===== src/rtl/bnn_pkg.sv =====
// Shared definitions for the binary-network sequencer.
//   N_ROWS / ROW_W : window geometry (7 rows of 7 bits)
//   OP_*           : bit positions inside the 5-bit datapath opcode
//   state_t        : sequencer FSM states
//   op_acc()       : builds the accumulate opcode for a given row
package bnn_pkg;

  localparam int N_ROWS = 7;
  localparam int ROW_W  = 7;
  localparam int CNT_W  = 3;
  localparam int OP_W   = 5;

  localparam int OP_CLR     = 0;
  localparam int OP_SEL_LSB = 1;
  localparam int OP_SEL_MSB = 3;
  localparam int OP_ADD     = 4;

  localparam logic [OP_W-1:0] OP_NONE  = 5'b00000;
  localparam logic [OP_W-1:0] OP_CLEAR = 5'b00001;

  typedef enum logic [2:0] {
    IDLE = 3'd0,
    LOAD = 3'd1,
    CLR  = 3'd2,
    ACC  = 3'd3,
    CAPT = 3'd4
  } state_t;

  // Accumulate opcode: add bit set, row select in [3:1], clear bit low.
  function automatic logic [OP_W-1:0] op_acc(input logic [CNT_W-1:0] row);
    logic [OP_W-1:0] op;
    op = OP_NONE;
    op[OP_ADD] = 1'b1;
    op[OP_SEL_MSB:OP_SEL_LSB] = row;
    return op;
  endfunction

endpackage


===== src/rtl/bin_mult_seq.sv =====
// Sequencer for one 7x7 binary window evaluation.
// Optionally streams 7 weight rows into the datapath, clears its
// accumulator, steps through the 7 rows accumulating, then captures the
// accumulator into result and pulses done.
// Ports:
//   clk, rst         : clock, synchronous active-high reset
//   start, load_w    : request an evaluation (load_w = stream new weights)
//   abort            : cancel and return to IDLE
//   w_valid, w_data  : weight row source
//   w_ready          : block accepts a weight row (LOAD only)
//   w_en, w_input    : datapath weight shift enable / row
//   opcode           : datapath command {add, row[2:0], clear}
//   popcnt_add       : datapath accumulator value
//   busy, done       : status; done is a one-cycle pulse with result valid
//   result           : captured accumulator, held until the next done
module bin_mult_seq
  import bnn_pkg::*;
(
  input  logic                    clk,
  input  logic                    rst,
  input  logic                    start,
  input  logic                    load_w,
  input  logic                    abort,
  input  logic                    w_valid,
  input  logic [ROW_W-1:0]        w_data,
  output logic                    w_ready,
  output logic                    w_en,
  output logic [ROW_W-1:0]        w_input,
  output logic [OP_W-1:0]         opcode,
  input  logic signed [ROW_W-1:0] popcnt_add,
  output logic                    busy,
  output logic                    done,
  output logic signed [ROW_W-1:0] result
);

  localparam logic [CNT_W-1:0] LAST = CNT_W'(N_ROWS - 1);

  state_t           state;
  logic [CNT_W-1:0] cnt;   // beat counter in LOAD, row counter in ACC
  logic             beat;

  assign w_ready = (state == LOAD);
  assign beat    = w_valid & w_ready;
  assign w_en    = beat;
  assign w_input = w_data;
  assign busy    = (state != IDLE);

  // NOTE: every register here is written with <= so all of them update
  // from the same pre-edge values; blocking assignments would make the
  // result depend on statement order.
  always_ff @(posedge clk) begin
    if (rst) begin
      // NOTE: result is a single register, not a memory, so clearing it on
      // reset is cheap and gives a defined value before the first done.
      state  <= IDLE;
      cnt    <= '0;
      opcode <= OP_NONE;
      done   <= 1'b0;
      result <= '0;
    end else begin
      // Pulse-style outputs default low; the opcode is registered so it
      // lines up with the state it belongs to.
      done   <= 1'b0;
      opcode <= OP_NONE;

      if (abort) begin
        // Abort beats every transition, including a start in IDLE.
        state  <= IDLE;
        cnt    <= '0;
        opcode <= OP_CLEAR;
      end else begin
        unique case (state)
          IDLE: begin
            if (start) begin
              cnt <= '0;
              if (load_w) begin
                state <= LOAD;
              end else begin
                state  <= CLR;
                opcode <= OP_CLEAR;
              end
            end
          end

          LOAD: begin
            if (beat) begin
              if (cnt == LAST) begin
                cnt    <= '0;
                state  <= CLR;
                opcode <= OP_CLEAR;
              end else begin
                cnt <= cnt + 1'b1;
              end
            end
          end

          CLR: begin
            cnt    <= '0;
            state  <= ACC;
            opcode <= op_acc('0);
          end

          ACC: begin
            if (cnt == LAST) begin
              cnt   <= '0;
              state <= CAPT;
            end else begin
              cnt    <= cnt + 1'b1;
              opcode <= op_acc(cnt + 1'b1);
            end
          end

          CAPT: begin
            // The last accumulate has landed by now; done follows in IDLE.
            result <= popcnt_add;
            done   <= 1'b1;
            state  <= IDLE;
          end

          default: begin
            state <= IDLE;
            cnt   <= '0;
          end
        endcase
      end
    end
  end

endmodule


===== config.mk =====
export PLATFORM = sky130hd
export DESIGN_NAME = bin_mult_seq
export DESIGN_NICKNAME = d
export VERILOG_FILES = /design/src/rtl/bnn_pkg.sv /design/src/rtl/bin_mult_seq.sv
export SDC_FILE = /design/constraint.sdc
export NUM_CORES = 1
export LEC_CHECK = 0
export BUFFER_PORTS_ARGS = -buffer_cell sky130_fd_sc_hd__buf_4
export CAP_MARGIN = 20
export CORE_MARGIN = 4
export CORE_UTILIZATION = 47
export DETAILED_ROUTE_END_ITERATION = 10
export PLACE_DENSITY = 0.81
export SKIP_CTS_REPAIR_TIMING = 1
export SYNTH_ARGS = -nofsm -noshare
export SYNTH_HDL_FRONTEND = slang
export SYNTH_SLANG_ARGS = --single-unit
export TNS_END_PERCENT = 30

===== constraint.sdc =====
create_clock -name clk -period 3.35 [get_ports clk]
set_clock_uncertainty 0.1 [all_clocks]
set_input_delay 0.1675 -clock clk [delete_from_list [all_inputs] [get_ports clk]]
set_output_delay 0.1675 -clock clk [all_outputs]
set_load 0.02 [all_outputs]

# [After elaboration in Yosys (flattened, before gate mapping)]
# Cells that the tools add are included.
# Widths: inputs -> output; s select.
[word_totals] reg_bits=19 inputBits=20 out_inout_bits=23 word_cells=43
[classes] n_addsub=1 n_eq_ne=9 mux=18 n_bitwise=3 n_reduce_logical=6
[op_table] operator="$pmux 3 s4" n=2
[op_table] operator="$mux 3" n=7
[op_table] operator="$pmux 5 s4" n=1
[op_table] operator="$eq 3x2->1 const B" n=2
[op_table] operator="$eq 3x3->1 const B" n=2
[op_table] operator="$mux 1" n=6
[op_table] operator="$mux 5" n=1
[op_table] operator="$ne 2x1->1 const B" n=2
[op_table] operator="$ne 2x2->1 const B" n=2
[op_table] operator="$reduce_and 4->1" n=1
[op_table] operator="$add 3x1->3 const B" n=1
[op_table] operator="$eq 3x1->1 const B" n=1
[op_table] operator="$logic_not 3->1" n=1
[op_table] operator="$reduce_and 3->1" n=1
[op_table] operator="$reduce_bool 3->1" n=1
[op_table] operator="$mux 2" n=1
[op_table] operator="$not 1->1" n=2
[op_table] operator="$reduce_and 2->1" n=1
[op_table] operator="$reduce_or 2->1" n=1
[op_table] operator="$and 1x1->1" n=1

# [Depth between registers and ports, before layout]
[logic_depth] ltp_word=5 mapped_depth=5 ltp_nobuf=4

# [Worst setup path before layout]
# OpenSTA, ideal clock, no wires.
[synth_timing] path_kind="register to register" start="register state[0]" end="register opcode[0]" setup_time_ns=0.066 t_arrival_ns=1.286 required_ns=3.184 slack_ns=1.899 path_stages_with_launch=6 n_path_buf=1 period_less_slack_ns=1.451 cell_sequence="dfxtp_1 buf_2 or3_1 nor3b_1 a311oi_1 nor2_1"
[synth_via] elab_chain_len=5 elab_cells_between_ends=8 classes_between="3 x eq/ne; 3 x mux; 1 x bitwise; 1 x reduce/logical"
[synth_rtl] item="start: declaration" line_no="bin_mult_seq.sv:38" text="state_t state;"
[synth_rtl] item="start signal: assignment" line_no="bin_mult_seq.sv:55" text="state <= IDLE;"
[synth_rtl] item="start signal: assignment" line_no="bin_mult_seq.sv:68" text="state <= IDLE;"
[synth_rtl] item="start signal: assignment" line_no="bin_mult_seq.sv:77" text="state <= LOAD;"
[synth_rtl] item="$eq 3x1->1" line_no="bin_mult_seq.sv:42, bin_mult_seq.sv:72"
[synth_rtl] item="$and 1x1->1" line_no="bin_mult_seq.sv:43" text="assign beat = w_valid & w_ready;"
[synth_rtl] item="$mux 1" line_no="bin_mult_seq.sv:86" text="if (beat) begin"
[synth_rtl] item="$pmux 5 s4 (*)" line_no="bin_mult_seq.sv:72" text="unique case (state)"
[synth_rtl] item="$mux 1 (*)" line_no="bin_mult_seq.sv:66" text="if (abort) begin"
[synth_rtl] item="end signal: assignment" line_no="bin_mult_seq.sv:100" text="opcode <= op_acc('0);"
[synth_rtl] item="end signal: assignment" line_no="bin_mult_seq.sv:109" text="opcode <= op_acc(cnt + 1'b1);"
[synth_rtl] item="end: declaration" line_no="bin_mult_seq.sv:29" text="output logic [OP_W-1:0] opcode,"
# Every way passes the cells marked *; elsewhere a longest branch is shown, timed or not.
# A chain may end at the register's enable or synchronous reset.

# [Final worst setup path]
[layout_timing] start="register state[0]" end="output port w_en"
[layout_via] elab_chain_len=2
[layout_rtl] item="$eq 3x1->1" line_no="bin_mult_seq.sv:42" text="assign w_ready = (state == LOAD);"
[layout_rtl] item="$and 1x1->1" line_no="bin_mult_seq.sv:43"
[layout_rtl] item="end: declaration" line_no="bin_mult_seq.sv:27" text="output logic w_en,"
# No other way between the ends.

==> impl_metrics.json <==
{
  "status": "finished clean",
  "pwr-share-clk_pct": 29.1,
  "diodes": 0,
  "crit_family": "flip-flops",
  "io_pins": 43,
  "layout_common_cells": "28 x buf_4, 21 x nand2_1, 19 x dfxtp_1",
  "slew_headroom_pct": 58.8,
  "grt_usage_pct": 15.5,
  "ys_seq_area_share_pct": 43.3,
  "synth-compound-area-share_pct": 15.2,
  "drt-wirelength-per-cell_um": 12.5,
  "period_share_pct": 50.2,
  "powerDensity_nw_per_um2": 362,
  "leakage_nw": 0.444,
  "portBuffers": 28,
  "ys.flop_type": "dfxtp_1",
  "crit_arrival_ns": 1.41,
  "yosys.area_share.simple_pct": 27.8,
  "dieWidth_um": 51.2,
  "dp_hpwl_um": 1390,
  "clk_pin_slew_ns": 0.11,
  "slowest_delay_ns": 0.56,
  "grt_antenna_before_repair": 0,
  "drc": 0,
  "cts_made_buffers": 3,
  "max_slew.worst_pin.slew_ns": 0.616,
  "clock_latency_ns": 0.30,
  "path_buf_inv": 1,
  "stdcell_count": 154,
  "maxSlewViolCount": 0,
  "clk_path_buf_depth": 2,
  "core_area_um2": 1750,
  "ys_warn_count": 0,
  "synth_xor_xnor_area_share_pct": 0,
  "hold_violations": 0,
  "final_common_cell": "buf_4",
  "final-setup-viol-count": 0,
  "synth_edf_count": 0,
  "viasPerCell": 5.26,
  "grt_overflow_total": 0,
  "rows": 15,
  "drive_gt1_share_pct": 27.9,
  "crit_chain": "nand2b_4 > nor2_1 > and2_1 > buf_4",
  "cts_tree": "done",
  "fin_crit_ns": 1.68,
  "synthArstFlopShare_pct": 0,
  "synth.top_cell.area_share_pct": 43.3,
  "wirelength_um": 1920,
  "synth_top_family_by_area": "simple AND/OR/NAND/NOR gates",
  "start_util_pct": 50.3,
  "crit_required_ns": 3.08,
  "dieHeight_um": 51.2,
  "min_from": "popcnt_add[4]",
  "grt_max_degree": 15,
  "syn_area_per_cell_um2": 8.29,
  "grt_pass1_vias": 701,
  "power_frac_seq_pct": 58.4,
  "rsz0062_at_grt": "no",
  "worstSetupPathType": "reg2out",
  "h-tree-depth": 1,
  "cp_max_fo": 9,
  "firstDrtPassIters": 4,
  "grt_first_pass_wirelength_um": 3150,
  "synth.top_cells.by_area": "dfxtp_1 43%, nand2_1 9.0%, buf_4 6.0%",
  "syn_nets": 126,
  "combPwrFrac_pct": 12.5,
  "internal_power_uw": 298,
  "finalPower_uw": 399,
  "synth_area_leader_cell": "dfxtp_1",
  "antenna_left": 0,
  "cts_root_buf": "clkbuf_4",
  "tns_ns": 0,
  "synth.mux.area_fraction_pct": 3.42,
  "gp_congestion": 0.857,
  "die_area_um2": 2620,
  "clock_sinks": 19,
  "final_util_pct": 63.1,
  "dp.cells": 146,
  "setup.worst_path.start": "state[0]$_SDFFE_PP0P_",
  "switching_share_pct": 25.3,
  "max_freq_mhz": 595,
  "r2r_start": "state[0]$_SDFFE_PP0P_",
  "area_delta_synth_final_pct": 25.4,
  "max_cap_viol_count": 0,
  "vias": 810,
  "synth.cell_area_um2": 878,
  "drtIter0Drc": 25,
  "cp_slowest_cell": "dfxtp_1",
  "synthCells": 106,
  "nNetsFinal": 150,
  "peakVddDrop_uv": 272,
  "cp-end-kind": "output port",
  "worst_setup_path_start_kind": "register",
  "ys_seq_elements": 19,
  "netSwitchingPower_uw": 101,
  "synthAdderAreaFrac_pct": 0,
  "synth.distinct_cells": 30,
  "hold_class": "in2reg"
}
## kinds of logic (layout without fill, tap and decap cells)
group / Yosys count / in the layout
compound gates: 20 / 20
mux: 3 / 3
simple gates: 50 / 50
flops: 19 / 19
buf+inv: 14 / 37
## sequential cells by signal, indices dropped and copies added, names as in the netlist
register / cells
state: 3
done: 1
opcode: 5
result: 7
cnt: 3
## stage by stage
stage	hold slack [ns]	area, um^2	setup WS [ns]
after floorplan	0.140	878	1.90
after global placement	0.235	1030	1.87
after detailed placement	0.235	1030	1.79
after CTS	-0.0265	1060	1.66
after global routing	0.0148	1100	1.51
final	0.0157	1100	1.67
## worst reg2reg max path: cells and delay by family (launching register included)
kind / cells / cell delay [ns]
compound gates: 2 / 0.44
flops: 1 / 0.56
simple gates: 2 / 0.40
## cells in the mapped netlist (2+ instances only)
cell type and count:
nand2_1 21, nor2_1 13, a21oi_1 9, clkbuf_1 2
buf_4 7, buf_2 3, nor3b_1 2, a311oi_1 2
nand3_1 2, nor3_1 2, dfxtp_1 19, mux2i_1 3
o21ai_0 2, nor2b_1 3
## power by group through the flow
stage          clock [mW]  combinational [mW]  sequential [mW]
6_report            0.116              0.0497            0.233
5_1_grt             0.132              0.0550            0.234
4_1_cts             0.122              0.0458            0.233
3_5_place_dp            0              0.0457            0.238
3_3_place_gp            0              0.0448            0.238
2_1_floorplan           0              0.0380            0.236
## metal layers
metal  track usage, %  part of all wire (%)  up-vias
met2             22.7                    51       27
li1                 -                     -      403
met1             21.6                    42      374
met3             2.33                   5.9        6
met5                0                     0        -
met4             8.30                   1.2        0
## area by class of cell
class / instances / area (um^2)
well taps: 25 / 31.3
clock buffers: 3 / 22.5
flip-flops and latches: 19 / 380
multi-input cells: 73 / 408
fillers: 154 / 644
clock inverters: 1 / 5.00
inverters: 1 / 3.75
repair buffers: 32 / 250
## path summary, 6_finish.rpt
kind / endpoint / slack, ns / depth (start not counted)
max: w_en / 1.67 / 4
min: result[4]$_SDFFE_PP0P_ / 0.02 / 3
max reg2reg: cnt[1]$_SDFFE_PP0P_ / 1.77 / 4
min reg2reg: result[2]$_SDFFE_PP0P_ / 0.36 / 2
Note: power is estimated with default switching activity, not from simulation.
